File: src/rtl/var_state_xfer_pkg.sv
// Shared definitions for the variable-state transfer block: defaults,
// FSM state encoding and the variable-index to bit-range mapping.
package var_state_xfer_pkg;

    localparam int NUM_VARS_DEF         = 8;
    localparam int WIDTH_VAR_STATES_DEF = 17;
    localparam int LEVEL_W              = 10;

    typedef enum logic [2:0] {
        ST_IDLE      = 3'd0,
        ST_STORE     = 3'd1,
        ST_LOAD_RD   = 3'd2,
        ST_LOAD_WAIT = 3'd3,
        ST_LOAD_WR   = 3'd4,
        ST_DONE      = 3'd5
    } xfer_state_e;

    // Variable 0 lives in the MSB slice; this returns the LSB position of
    // variable idx inside a num_vars*width bus.
    function automatic int slice_lsb(input int idx, input int num_vars, input int width);
        return width * (num_vars - 1 - idx);
    endfunction

endpackage

File: src/rtl/var_state_xfer_if.sv
// Memory-side bus of the variable-state transfer block.
interface var_state_xfer_if #(
    parameter int ADDR_W           = 9,
    parameter int WIDTH_VAR_STATES = 17
);
    logic [ADDR_W-1:0]           addr;
    logic                        we;
    logic [WIDTH_VAR_STATES-1:0] wdata;
    logic                        re;
    logic [WIDTH_VAR_STATES-1:0] rdata;

    modport master (output addr, output we, output wdata, output re, input rdata);
    modport slave  (input addr, input we, input wdata, input re, output rdata);
endinterface

File: src/rtl/var_state_xfer_buf.sv
// Snapshot / assembly register: whole-bus load for a store snapshot,
// single-slice write for assembling loaded words, indexed slice read.
module var_state_xfer_buf
    import var_state_xfer_pkg::*;
#(
    parameter int NUM_VARS         = 8,
    parameter int WIDTH_VAR_STATES = 17,
    localparam int IDX_W           = $clog2(NUM_VARS),
    localparam int BUS_W           = NUM_VARS * WIDTH_VAR_STATES
) (
    input  logic                        clk,
    input  logic                        rst,
    input  logic                        snap_en_i,
    input  logic [BUS_W-1:0]            snap_data_i,
    input  logic                        slice_we_i,
    input  logic [IDX_W-1:0]            slice_idx_i,
    input  logic [WIDTH_VAR_STATES-1:0] slice_data_i,
    input  logic [IDX_W-1:0]            rd_idx_i,
    output logic [WIDTH_VAR_STATES-1:0] rd_data_o,
    output logic [BUS_W-1:0]            buf_o
);

    logic [BUS_W-1:0] buf_r;

    // Buffer update: snapshot has priority over a slice write.
    always_ff @(posedge clk) begin
        if (rst) begin
            buf_r <= '0;
        end else if (snap_en_i) begin
            buf_r <= snap_data_i;
        end else if (slice_we_i) begin
            buf_r[slice_lsb(int'(slice_idx_i), NUM_VARS, WIDTH_VAR_STATES) +: WIDTH_VAR_STATES] <= slice_data_i;
        end else begin
            buf_r <= buf_r;
        end
    end

    assign rd_data_o = buf_r[slice_lsb(int'(rd_idx_i), NUM_VARS, WIDTH_VAR_STATES) +: WIDTH_VAR_STATES];
    assign buf_o     = buf_r;

endmodule

File: src/rtl/var_state_xfer.sv
// Moves per-bin variable states between the global state memory and the
// engine's state bank. All outputs are registered: the output registers are
// loaded from the next-state decode so they line up with the FSM state.
module var_state_xfer
    import var_state_xfer_pkg::*;
#(
    parameter int NUM_VARS         = NUM_VARS_DEF,
    parameter int WIDTH_VAR_STATES = WIDTH_VAR_STATES_DEF,
    parameter int WIDTH_BIN        = 6,
    localparam int IDX_W           = $clog2(NUM_VARS),
    localparam int ADDR_W          = WIDTH_BIN + IDX_W,
    localparam int BUS_W           = NUM_VARS * WIDTH_VAR_STATES
) (
    input  logic                   clk,
    input  logic                   rst,
    input  logic                   start_i,
    input  logic                   store_en_i,
    input  logic                   load_en_i,
    input  logic [WIDTH_BIN-1:0]   store_bin_i,
    input  logic [WIDTH_BIN-1:0]   load_bin_i,
    input  logic [BUS_W-1:0]       engine_states_i,
    output logic [BUS_W-1:0]       engine_states_o,
    output logic [NUM_VARS-1:0]    engine_wr_o,
    var_state_xfer_if.master       mem,
    output logic                   busy_o,
    output logic                   done_o
);

    localparam logic [IDX_W-1:0] IDX_LAST = IDX_W'(NUM_VARS - 1);
    localparam logic [IDX_W-1:0] IDX_ONE  = IDX_W'(1);
    localparam int               W        = WIDTH_VAR_STATES;

    xfer_state_e          state_r, state_nxt_s;
    logic [IDX_W-1:0]     idx_r, idx_nxt_s;
    logic                 accept_s;
    logic [WIDTH_BIN-1:0] store_bin_r, load_bin_r;
    logic [WIDTH_BIN-1:0] store_bin_sel_s, load_bin_sel_s;
    logic                 load_en_r;

    logic                 cap_we_s;
    logic [IDX_W-1:0]     cap_idx_s;
    logic [W-1:0]         buf_rd_s;
    logic [BUS_W-1:0]     buf_q_s;
    logic [BUS_W-1:0]     merged_s;

    logic                 we_nxt_s, re_nxt_s, busy_nxt_s, done_nxt_s;
    logic [ADDR_W-1:0]    addr_nxt_s;
    logic [W-1:0]         wdata_nxt_s;
    logic [NUM_VARS-1:0]  eng_wr_nxt_s;
    logic [BUS_W-1:0]     eng_states_nxt_s;

    logic                 we_r, re_r, busy_r, done_r;
    logic [ADDR_W-1:0]    addr_r;
    logic [W-1:0]         wdata_r;
    logic [NUM_VARS-1:0]  eng_wr_r;
    logic [BUS_W-1:0]     eng_states_r;

    // Next-state and index sequencing; the index wraps to 0 on each phase exit.
    always_comb begin
        accept_s    = start_i && ((state_r == ST_IDLE) || (state_r == ST_DONE));
        state_nxt_s = state_r;
        idx_nxt_s   = idx_r;
        case (state_r)
            ST_IDLE, ST_DONE: begin
                idx_nxt_s = '0;
                if (accept_s) begin
                    if (store_en_i) begin
                        state_nxt_s = ST_STORE;
                    end else if (load_en_i) begin
                        state_nxt_s = ST_LOAD_RD;
                    end else begin
                        state_nxt_s = ST_DONE;
                    end
                end else begin
                    state_nxt_s = ST_IDLE;
                end
            end
            ST_STORE: begin
                idx_nxt_s = idx_r + IDX_ONE;
                if (idx_r == IDX_LAST) begin
                    state_nxt_s = load_en_r ? ST_LOAD_RD : ST_DONE;
                end else begin
                    state_nxt_s = ST_STORE;
                end
            end
            ST_LOAD_RD: begin
                idx_nxt_s = idx_r + IDX_ONE;
                if (idx_r == IDX_LAST) begin
                    state_nxt_s = ST_LOAD_WAIT;
                end else begin
                    state_nxt_s = ST_LOAD_RD;
                end
            end
            ST_LOAD_WAIT: state_nxt_s = ST_LOAD_WR;
            ST_LOAD_WR:   state_nxt_s = ST_DONE;
            default: begin
                state_nxt_s = ST_IDLE;
                idx_nxt_s   = '0;
            end
        endcase
    end

    // FSM, index and latched command registers.
    always_ff @(posedge clk) begin
        if (rst) begin
            state_r     <= ST_IDLE;
            idx_r       <= '0;
            store_bin_r <= '0;
            load_bin_r  <= '0;
            load_en_r   <= 1'b0;
        end else begin
            state_r <= state_nxt_s;
            idx_r   <= idx_nxt_s;
            if (accept_s) begin
                store_bin_r <= store_bin_i;
                load_bin_r  <= load_bin_i;
                load_en_r   <= load_en_i;
            end else begin
                store_bin_r <= store_bin_r;
                load_bin_r  <= load_bin_r;
                load_en_r   <= load_en_r;
            end
        end
    end

    // Read data arrives one cycle after its strobe, so capture lags the
    // read index by one; in LOAD_WAIT the wrapped index minus one is the last slot.
    always_comb begin
        cap_idx_s = idx_r - IDX_ONE;
        if ((state_r == ST_LOAD_RD) && (idx_r != '0)) begin
            cap_we_s = 1'b1;
        end else if (state_r == ST_LOAD_WAIT) begin
            cap_we_s = 1'b1;
        end else begin
            cap_we_s = 1'b0;
        end
    end

    var_state_xfer_buf #(
        .NUM_VARS         (NUM_VARS),
        .WIDTH_VAR_STATES (WIDTH_VAR_STATES)
    ) u_buf (
        .clk          (clk),
        .rst          (rst),
        .snap_en_i    (accept_s && store_en_i),
        .snap_data_i  (engine_states_i),
        .slice_we_i   (cap_we_s),
        .slice_idx_i  (cap_idx_s),
        .slice_data_i (mem.rdata),
        .rd_idx_i     (idx_nxt_s),
        .rd_data_o    (buf_rd_s),
        .buf_o        (buf_q_s)
    );

    // The final word is still on the read bus during LOAD_WAIT; fold it in
    // directly so the engine write can be registered on the same edge.
    assign merged_s = {buf_q_s[BUS_W-1:W], mem.rdata};

    // Output decode from the upcoming state so registered outputs match it.
    always_comb begin
        store_bin_sel_s = accept_s ? store_bin_i : store_bin_r;
        load_bin_sel_s  = accept_s ? load_bin_i : load_bin_r;
        we_nxt_s        = (state_nxt_s == ST_STORE);
        re_nxt_s        = (state_nxt_s == ST_LOAD_RD);
        busy_nxt_s      = (state_nxt_s == ST_STORE) || (state_nxt_s == ST_LOAD_RD) ||
                          (state_nxt_s == ST_LOAD_WAIT) || (state_nxt_s == ST_LOAD_WR);
        done_nxt_s      = (state_nxt_s == ST_DONE);
        if (we_nxt_s) begin
            addr_nxt_s = {store_bin_sel_s, idx_nxt_s};
            if (accept_s) begin
                wdata_nxt_s = engine_states_i[BUS_W-1 -: W];
            end else begin
                wdata_nxt_s = buf_rd_s;
            end
        end else if (re_nxt_s) begin
            addr_nxt_s  = {load_bin_sel_s, idx_nxt_s};
            wdata_nxt_s = '0;
        end else begin
            addr_nxt_s  = '0;
            wdata_nxt_s = '0;
        end
        if (state_nxt_s == ST_LOAD_WR) begin
            eng_wr_nxt_s     = '1;
            eng_states_nxt_s = merged_s;
        end else begin
            eng_wr_nxt_s     = '0;
            eng_states_nxt_s = eng_states_r;
        end
    end

    // Output registers; reset clears everything including the engine bus.
    always_ff @(posedge clk) begin
        if (rst) begin
            we_r         <= 1'b0;
            re_r         <= 1'b0;
            addr_r       <= '0;
            wdata_r      <= '0;
            busy_r       <= 1'b0;
            done_r       <= 1'b0;
            eng_wr_r     <= '0;
            eng_states_r <= '0;
        end else begin
            we_r         <= we_nxt_s;
            re_r         <= re_nxt_s;
            addr_r       <= addr_nxt_s;
            wdata_r      <= wdata_nxt_s;
            busy_r       <= busy_nxt_s;
            done_r       <= done_nxt_s;
            eng_wr_r     <= eng_wr_nxt_s;
            eng_states_r <= eng_states_nxt_s;
        end
    end

    assign mem.we          = we_r;
    assign mem.re          = re_r;
    assign mem.addr        = addr_r;
    assign mem.wdata       = wdata_r;
    assign busy_o          = busy_r;
    assign done_o          = done_r;
    assign engine_wr_o     = eng_wr_r;
    assign engine_states_o = eng_states_r;

endmodule

File: src/flat_wrapper.sv
// flat-port wrapper written by rule: the top's interface ports become plain ports
module var_state_xfer_flat import var_state_xfer_pkg::*;
#(
    parameter int NUM_VARS         = NUM_VARS_DEF,
    parameter int WIDTH_VAR_STATES = WIDTH_VAR_STATES_DEF,
    parameter int WIDTH_BIN        = 6,
    localparam int IDX_W           = $clog2(NUM_VARS),
    localparam int ADDR_W          = WIDTH_BIN + IDX_W,
    localparam int BUS_W           = NUM_VARS * WIDTH_VAR_STATES
)
  (clk, rst, start_i, store_en_i, load_en_i, store_bin_i, load_bin_i, engine_states_i, engine_states_o, engine_wr_o, busy_o, done_o, mem_addr, mem_we, mem_wdata, mem_re, mem_rdata);
  var_state_xfer_if #(.ADDR_W((9)), .WIDTH_VAR_STATES(WIDTH_VAR_STATES)) mem_i ();
  input  logic clk;
  input  logic rst;
  input  logic start_i;
  input  logic store_en_i;
  input  logic load_en_i;
  input  logic [WIDTH_BIN-1:0] store_bin_i;
  input  logic [WIDTH_BIN-1:0] load_bin_i;
  input  logic [BUS_W-1:0] engine_states_i;
  output logic [BUS_W-1:0] engine_states_o;
  output logic [NUM_VARS-1:0] engine_wr_o;
  output logic busy_o;
  output logic done_o;
  output wire logic [$bits(mem_i.addr)-1:0] mem_addr;
  output wire logic [$bits(mem_i.we)-1:0] mem_we;
  output wire logic [$bits(mem_i.wdata)-1:0] mem_wdata;
  output wire logic [$bits(mem_i.re)-1:0] mem_re;
  input wire logic [$bits(mem_i.rdata)-1:0] mem_rdata;
  assign mem_addr = mem_i.addr;
  assign mem_we = mem_i.we;
  assign mem_wdata = mem_i.wdata;
  assign mem_re = mem_i.re;
  assign mem_i.rdata = mem_rdata;
  var_state_xfer #(.NUM_VARS(NUM_VARS), .WIDTH_VAR_STATES(WIDTH_VAR_STATES), .WIDTH_BIN(WIDTH_BIN)) u_core (.clk(clk), .rst(rst), .start_i(start_i), .store_en_i(store_en_i), .load_en_i(load_en_i), .store_bin_i(store_bin_i), .load_bin_i(load_bin_i), .engine_states_i(engine_states_i), .engine_states_o(engine_states_o), .engine_wr_o(engine_wr_o), .mem(mem_i), .busy_o(busy_o), .done_o(done_o));
endmodule
File: config.mk
export PLATFORM = sky130hd
export DESIGN_NAME = var_state_xfer_flat
export DESIGN_NICKNAME = d
export VERILOG_FILES = /design/src/rtl/var_state_xfer_pkg.sv /design/src/rtl/var_state_xfer_if.sv /design/src/rtl/var_state_xfer_buf.sv /design/src/rtl/var_state_xfer.sv /design/src/flat_wrapper.sv
export SDC_FILE = /design/constraint.sdc
export NUM_CORES = 1
export LEC_CHECK = 0
export ABC_CLOCK_PERIOD_IN_PS = 6500
export BUFFER_PORTS_ARGS = -buffer_cell sky130_fd_sc_hd__buf_4
export CELL_PAD_IN_SITES_DETAIL_PLACEMENT = 0
export CELL_PAD_IN_SITES_GLOBAL_PLACEMENT = 1
export CORE_ASPECT_RATIO = 0.7
export CORE_MARGIN = 2
export CORE_UTILIZATION = 44
export CTS_BUF_LIST = sky130_fd_sc_hd__clkbuf_4 sky130_fd_sc_hd__clkbuf_8
export DETAILED_ROUTE_END_ITERATION = 8
export PLACE_DENSITY = 0.95
export REMOVE_ABC_BUFFERS = 1
export SYNTH_ARGS = -nofsm -noshare
export SYNTH_HDL_FRONTEND = slang
export SYNTH_SLANG_ARGS = --single-unit
File: constraint.sdc
create_clock -name clk -period 6.5 [get_ports clk]
set_input_delay 1.3 -clock clk [delete_from_list [all_inputs] [get_ports clk]]
set_output_delay 1.3 -clock clk [all_outputs]
set_load 0.02 [all_outputs]
Word-level counts from Yosys, hierarchy flattened
Index checks and enable logic that the tools add are counted.

word-level totals
  flip-flop bits (word level) = 329
  input port bits = 170

operators by class
  $add $sub $neg = 5
  multipliers = 2
  eq/ne operators = 11
  shifts and indexed selects = 3
  muxes and demuxes = 19
  bitwise logic cells = 1
  reductions and logical operators = 14

operators with widths
  cell                       number
  $mux 136                   2
  $bwmux 136                 1
  $shift 17x33->136 const A  1
  $shiftx 136x10->17         1
  $shiftx 17x33->136         1
  $neg 32->33                1
  $mul 6x32->32 const A      1
  $mux 9                     2
  $mux 17                    1
  $eq 3x3->1 const B         5
  $mux 3                     5
  $pmux 3 s5                 1
  $eq 3x2->1 const B         4
  $mux 6                     2
  $mul 6x4->10 const A       1
  $mux 8                     1
  $reduce_or 2->1            4
  $sub 3x3->4 const A        2
  $eq 3x1->1 const B         2
  $pmux 3 s2                 1
  $logic_or 1x1->1           4
  $add 3x1->3 const B        1
  $logic_and 1x1->1          3
  $logic_not 3->1            1
  5 further kinds            7

Logic depth before layout (Yosys ltp)
Gate-level depths: netlist of run 1.

  word-level depth = 9
  gate-level depth with buffers = 17
  mapped depth without buffers = 11

Cells and area by module
A second synthesis of run 1 with hierarchy kept.

unflattened totals
  cell total of the unflattened synthesis = 2451
  area, all modules = 19083.3 um^2

modules (own cells, without submodules)
  module              times used  cells an instance  area an instance (um^2)  sequential area each (um^2)
  var_state_xfer_buf  1           1634               12383.1                  2722.6
  var_state_xfer      1           817                6700.2                   3723.6

Worst setup path before layout of run 1
OpenSTA, ideal clock, no wires.

  path type = reg-to-reg
  start point = register u_core.idx_r[0]
  end point = register u_core.u_buf.buf_r[69], in the netlist u_core.u_buf.buf_o[69]
  library setup time = 117 ps
  arrival = 3748 ps
  data required time = 6383 ps
  slack = 2635 ps
  stages on the path, launching flop included = 16
  path buffers = 6
  clock period less this slack = 3865 ps
  cell sequence = dfxtp_1 buf_2 inv_1 clkbuf_1 ha_1 xor2_2 buf_2 buf_4 ha_1 clkbuf_1 inv_1 a2111oi_0 buf_2 a32oi_1 mux2_1 a22o_1

between the ends
  word-level cells in the longest chain between the ends = 8

ends and longest elaborated chain
  what                                                     line                      text
  from (decl)                                              var_state_xfer.sv:34      logic [IDX_W-1:0] idx_r, idx_nxt_s;
  from (signal assigned)                                   var_state_xfer.sv:113     idx_r <= idx_nxt_s;
  $sub 3x1->3                                              var_state_xfer.sv:129     cap_idx_s = idx_r - IDX_ONE;
  $sub 3x3->4                                              var_state_xfer_pkg.sv:21  return width * (num_vars - 1 - idx);
  $mul 6x32->32                                            var_state_xfer_pkg.sv:21
  $neg 32->33                                              var_state_xfer_buf.sv:32  buf_r[slice_lsb(int'(slice_idx_i), NUM_VARS, WIDTH_VAR_STATES) +: WIDTH_VAR_STATES] <= slice_data_i;
  $shiftx 17x33->136 or $shift 17x33->136 (tied branches)  var_state_xfer_buf.sv:32
  $bwmux 136                                               var_state_xfer_buf.sv:32
  $mux 136                                                 var_state_xfer_buf.sv:31  end else if (slice_we_i) begin
  $mux 136                                                 var_state_xfer_buf.sv:29  end else if (snap_en_i) begin
  to (signal assigned)                                     var_state_xfer_buf.sv:30  buf_r <= snap_data_i;
  to (signal, indexed assignment)                          var_state_xfer_buf.sv:32
  to (signal assigned)                                     var_state_xfer_buf.sv:34  buf_r <= buf_r;
  to (decl)                                                var_state_xfer_buf.sv:23  logic [BUS_W-1:0] buf_r;

Several ways; a longest one is shown, not always the timed one. The select of a mux whose other input is x is not followed.
A chain may end at the register's enable or synchronous reset.

Worst setup path in the final report of run 1
  start point = register u_core.idx_r[1]
  end point = register u_core.wdata_r[3], in the netlist u_core.mem.wdata[3]

between the ends
  word-level cells in the longest chain between the ends = 6

ends and longest elaborated chain
  what                                             line                                             text
  $add 3x1->3 or $eq 3x3->1 (tied branches)        -
  $pmux 3 s2 (tied with other cells)               var_state_xfer.sv:63                             case (state_r)
  $sub 3x3->4 or $pmux 3 s5 (tied branches)        var_state_xfer_pkg.sv:21, var_state_xfer.sv:63
  $mul 6x4->10 or $eq 3x1->1 (tied branches)       var_state_xfer_pkg.sv:21, var_state_xfer.sv:163
  $shiftx 136x10->17 or $not 1->1 (tied branches)  -
  $mux 17 or $reduce_or 2->1 (tied branches)       -
  to (signal assigned)                             var_state_xfer.sv:206                            wdata_r <= wdata_nxt_s;
  to (decl)                                        var_state_xfer.sv:54                             logic [W-1:0] wdata_r;

Several ways; a longest one is shown, not always the timed one.

==> qor.txt, run 1 <==
hold endpoint: u_core.engine_states_o[17]
Worst setup SP type: register
post-synthesis cell area: 15400 sq um
final setup vio count: 0
VDD IR-drop max: 0.142 mV
PortBufs: 343
DIE AREA: 36500 sq um
reg2reg setup slack: 1.97 ns
fillers: 3350
met3 Usage GRT: 0.0847
fin util: 0.559
CTS tree: yes
number of global-route vias before repair: 15300
# rows: 57
CP endpoint kind: register
root buffer cell: clkbuf_8
Yosys cell types: 84
met1 Use GR: 0.536
Worst Hold Launch: u_core.engine_states_o[17]
antenna violations before repair: 0
Worst-Margin Slew: 1.43 ns
Setup CP Type: register to register
worst reg2reg path depth: 10
share of the synthesized area in the top cell type: 0.418
placed cells: 2647
Hold Path Depth: 2
Final ANT Viol Nets: 0
Mean Syn Cell Area: 7.87 sq um
post-DR wirelength/cell: 24.9 um
synth warn: 0
pwr dens: 278 nW/um^2
Tot Pwr: 5.38 mW
gpl congestion: 0.997
FMAX: 0.221 GHz
CORE AREA: 34600 sq um
# hold bufs at CTS: 0
Max Cap Violations: 0
Finished Layout Cells: 2739
clk sink count: 322
Post-Synthesis Cells: 1957
largest cells by area after synthesis: dfxtp_1, nand2_1, a21oi_1, mux2i_1, nor2_1
Starting Density: 0.445
Detailed Routing Iterations Pass 1: 9
placed cell area: 18200 sq um
clock latency on the worst-skew pair: 0.63 ns
worst min-delay path class: register to register
final setup TNS: 0 ns
reg2reg start: u_core.idx_r[1]
cell area after layout: 19300 sq um
Max clock buf depth: 3
Die Height: 161 um
CP required: 6.96 ns
Final Hold Vio Count: 0
Ports: 344
FF-to-FF End: u_core.mem.wdata[3]
final worst-path cycle share: 0.696
GR met2 Demand/Resource: 0.506
RSZ-0062 raised after global routing: false
final setup margin: 1.97 ns
area leader, netlist: dfxtp_1
Max Clock Skew: 0.0224 ns
# DRC: 0
Clock Pin Slew Worst Setup and Hold Paths: 0.06 ns
hold slack: 0.454 ns
first-pass GRT wire length: 98700 um
Routed Wire Length: 68200 um
LEAKAGE: 7.38 nW
Top Usage Layer GRT: met1
gr ovfl total: 0
largest net degree at the start of global routing: 159
Vias/cell: 6.25
gr usage total: 0.358
dpl ws: 2.18 ns
Area Overhead vs Synth: 25.5%
layout cell share with drive strength beyond 1: 0.220
async set-reset flop share out of synthesis: 0
Initial DRC Count: 2782
dpl hpwl: 49000 um
CTS buffer count: 50
post-cts sizing count: 0
H-tree levels: 2
sequential share of the synthesized area: 0.418
most frequent cell after synthesis: nand2_1
Final min period: 4.53 ns
synthesized flop and latch total: 322
most frequent cells after synthesis: nand2_1, dfxtp_1, a21oi_1
vias post-DR: 17100
Post-CTS Setup Bufs: 0
top_reg_cell synth: dfxtp_1
slew margin rel.: 0.0392
number of flops mapped to enable cells by yosys: 0
Worst Path Arrival: 4.98 ns
outcome: finished, final reports clean
max-slew violations: 0
Die X: 228 um
final layout net count: 2408
CP max FO: 46
-- worst max-delay path, stage by stage (launching register included) --
cell and delay, ns:
dfxtp_1 0.45, inv_1 0.14, ha_1 0.73, buf_4 0.32, nor2b_1 0.30, a211o_2 0.64
buf_12 0.36, mux2i_1 0.56, o22ai_1 0.21, nor4_1 0.46, nor3_1 0.10
-- registers in the layout (all words and copies together), names as in the netlist --
| register | flops |
|---|---|
| u_core.engine_states_o | 136 |
| u_core.u_buf.buf_o | 136 |
| u_core.mem.wdata | 17 |
| u_core.mem.addr | 9 |
| u_core.load_bin_r | 6 |
| u_core.store_bin_r | 6 |
| u_core.idx_r | 3 |
| u_core.state_r | 3 |
| u_core.busy_o | 1 |
| u_core.done_o | 1 |
| u_core.engine_wr_o | 1 |
| u_core.load_en_r | 1 |
| u_core.mem.re | 1 |
| u_core.mem.we | 1 |
-- placed cells by master, fill, tap and decap left out, drive strengths merged, types with 13 or more instances in the layout --
cell / Yosys / final
nor3: 43 / 43
nor2b: 13 / 13
clkbuf: 110 / 82
nand3: 41 / 41
inv: 24 / 26
and3: 13 / 13
a222oi: 52 / 52
nor4: 24 / 24
o21ai: 49 / 49
a22oi: 35 / 35
a21oi: 236 / 236
nand2b: 20 / 20
o22ai: 31 / 31
buf: 50 / 377
nor2: 147 / 147
nand2: 453 / 453
dfxtp: 322 / 322
mux2i: 82 / 82
-- worst max-delay path by stage --
stage	from	end	slack [ns]
6_report	u_core.idx_r[1]	u_core.mem.wdata[3]	1.97
5_1_grt	u_core.idx_r[1]	u_core.mem.wdata[3]	1.88
4_1_cts	u_core.idx_r[1]	u_core.mem.wdata[3]	2.15
3_5_place_dp	u_core.idx_r[1]	u_core.mem.wdata[3]	2.18
3_3_place_gp	u_core.idx_r[0]	u_core.mem.wdata[3]	2.19
2_1_floorplan	u_core.idx_r[0]	u_core.u_buf.buf_o[21]	0.28
-- per-layer routing --
layer	wire length [um]	vias up
met1	29600	8257
met2	28300	1153
met4	1850	0
li1	-	7576
met3	8410	136
met5	0	-
-- power breakdown --
part | internal, mW | total (mW) | switching, mW | leakage, nW
Sequential | 2.06 | 2.14 | 0.0831 | 2.61
Clock | 1.02 | 1.88 | 0.857 | 0.591
Combinational | 0.420 | 1.35 | 0.933 | 4.18
-- logic make-up after synthesis --
logic type | synth area share
DFF | 0.418
and+or+nand+nor | 0.223
adders and majority gates | 0.00893
buffers and inverters | 0.0501
muxes | 0.0572
xor gates and xnor gates | 0.00390
AOI/OAI and AO/OA | 0.238
-- area by class of cell --
class	count	area [sq um]	area share
multi-input cells	1450	8230	0.426
flip-flops and latches	322	6450	0.334
repair buffers	378	2870	0.148
clock buffers	81	1000	0.0519
well taps	472	591	0.0306
inverters	25	93.8	0.00486
clock inverters	10	92.6	0.00479
diodes	1	2.50	0.000129
(Power assumes the default switching activity.)
==> run 2, diff against run 1 <==
Settings changed: ABC_CLOCK_PERIOD_IN_PS 6500 to 4100, CORE_UTILIZATION 44 to 37, PLACE_DENSITY 0.95 to 0.89.
Clock period 6.5 ns to 4.1 ns, I/O delays scaled along.
==> qor.txt, run 2 (same netlist as run 1, synthesis figures left out) <==
outcome: finished with violations
failing checks: design-rule violations
Vias/cell: 6.00 (-4.0%)
FMAX: 0.272 GHz (+23%)
final worst-path cycle share: 0.898 (+0.202)
Final Hold Vio Count: 0 (unchanged)
vias post-DR: 17000 (-0.49%)
Clock Pin Slew Worst Setup and Hold Paths: 0.06 ns (about the same)
H-tree levels: 2 (unchanged)
final setup vio count: 0 (unchanged)
reg2reg start: u_core.idx_r[1]
Setup CP Type: register to register
CTS buffer count: 52 (+4.0%)
Worst setup SP type: register
CP required: 4.63 ns (-2.33 ns)
gr ovfl total: 0 (unchanged)
CP Launch Point: u_core.idx_r[1]
post-cts sizing count: 0 (unchanged)
VDD IR-drop max: 0.215 mV (+52%)
DIE AREA: 43300 sq um (+18%)
RSZ-0062 raised after global routing: false
Ports: 344 (unchanged)
layout cell share with drive strength beyond 1: 0.230 (+0.00942)
root buffer cell: clkbuf_8
Starting Density: 0.375 (-0.0700)
reg2reg setup slack: 0.42 ns (-1.56 ns)
Initial DRC Count: 2561 (-7.9%)
Final min period: 3.68 ns (-0.844 ns)
Die X: 248 um (+8.9%)
dpl hpwl: 51100 um (+4.2%)
CP endpoint kind: register
final layout net count: 2444 (+1.5%)
gpl congestion: 0.963 (-3.4%)
Worst Hold Launch: engine_states_i[12]
number of global-route vias before repair: 15700 (+2.6%)
Worst Path Arrival: 4.21 ns (-0.77 ns)
placed cell area: 18600 sq um (+2.1%)
Routed Wire Length: 69300 um (+1.6%)
LEAKAGE: 7.52 nW (+1.9%)
Max Clock Skew: 0.0191 ns (-0.00327 ns)
largest net degree at the start of global routing: 155 (-2.5%)
antenna violations before repair: 2 (+2)
Max clock buf depth: 3 (unchanged)
placed cells: 2753 (+4.0%)
Die Height: 175 um (+8.8%)
Worst-Margin Slew: 1.42 ns (-0.0155 ns)
slew margin rel.: 0.0559 (+0.0168)
Post-CTS Setup Bufs: 0 (unchanged)
PortBufs: 343 (unchanged)
post-DR wirelength/cell: 24.4 um (-2.0%)
most common cell after layout, fill and taps aside: nand2_1
CORE AREA: 41000 sq um (+19%)
worst min-delay path class: input port to register
Finished Layout Cells: 2840 (+3.7%)
clk sink count: 322 (unchanged)
max-slew violations: 0 (unchanged)
Detailed Routing Iterations Pass 1: 9 (unchanged)
clock latency on the worst-skew pair: 0.62 ns (about the same)
FF-to-FF End: u_core.u_buf.buf_o[22]
CP max FO: 13 (-72%)
first-pass GRT wire length: 101000 um (+2.3%)
pwr dens: 433 nW/um^2 (+56%)
# rows: 62 (+8.8%)
# DRC: 1 (+1)
worst reg2reg path depth: 11 (+1)
# hold bufs at CTS: 0 (unchanged)
Area Overhead vs Synth: 27.6%
gr usage total: 0.308 (-0.0500)
most frequent cells in the layout: nand2_1, buf_4, dfxtp_1
Critical Path End: u_core.u_buf.buf_o[22]
cell area after layout: 19700 sq um (+1.7%)
Final ANT Viol Nets: 0 (unchanged)
CTS tree: yes
Max Cap Violations: 0 (unchanged)
## run 2: worst max-delay path, cell delays in order (launching register included)
cell and delay (ns):
dfxtp_1 0.39, inv_1 0.16, ha_1 0.35, inv_1 0.19, ha_1 0.31, buf_4 0.20, inv_1 0.21, a2111oi_1 0.09
buf_4 0.21, a21oi_1 1.10, a22oi_1 0.17, o2bb2ai_1 0.22
## run 2: layer usage
layer / GRT usage / up-vias / part of all wire / routed length, um
li1: - / 7644 / - / -
met1: 0.456 / 8197 / 0.44 / 30100
met2: 0.434 / 1049 / 0.41 / 28600
met3: 0.0740 / 146 / 0.12 / 8370
met4: 0.0968 / 2 / 0.031 / 2150
met5: 0 / - / 0.00019 / 13
## run 2: how the worst min path moves through the flow
stage	end	cells after the start	slack (ns)
floorplan	u_core.engine_states_o[51]	2	0.43
global placement	u_core.engine_states_o[13]	2	0.44
detailed placement	u_core.engine_states_o[116]	2	0.45
CTS	u_core.u_buf.buf_o[12]	3	0.40
global route	u_core.u_buf.buf_o[64]	3	0.41
finish	u_core.u_buf.buf_o[12]	3	0.43
## run 2: area by class of cell
type,instances,area (sq um)
antenna,1,2.50
clock buffer,81,1000
clock inverter,5,45.0
fill,4144,21400
inverter,25,93.8
multi-input combinational,1450,8230
sequential,322,6450
tap,544,681
timing repair buffer,412,3160
## run 2: metrics by stage
| step | setup TNS [ns] | total power [mW] | util | hold WS (ns) | worst slack [ns] |
|---|---|---|---|---|---|
| 6_report | 0 | 8.51 | 0.479 | 0.431 | 0.417 |
| 5_1_grt | 0 | 8.81 | 0.479 | 0.406 | 0.209 |
| 4_1_cts | 0 | 8.46 | 0.479 | 0.401 | 0.567 |
| 3_5_place_dp | 0 | 5.61 | 0.454 | 0.448 | 0.564 |
| 3_3_place_gp | 0 | 5.61 | 0.454 | 0.443 | 0.639 |
| 2_1_floorplan | -399.65 | 4.53 | - | 0.434 | -2.12 |
## run 2: power breakdown
group	internal (mW)	switching [mW]	leakage, nW
Clock	1.55	1.32	0.557
Combinational	0.738	1.51	4.36
Sequential	3.27	0.128	2.61
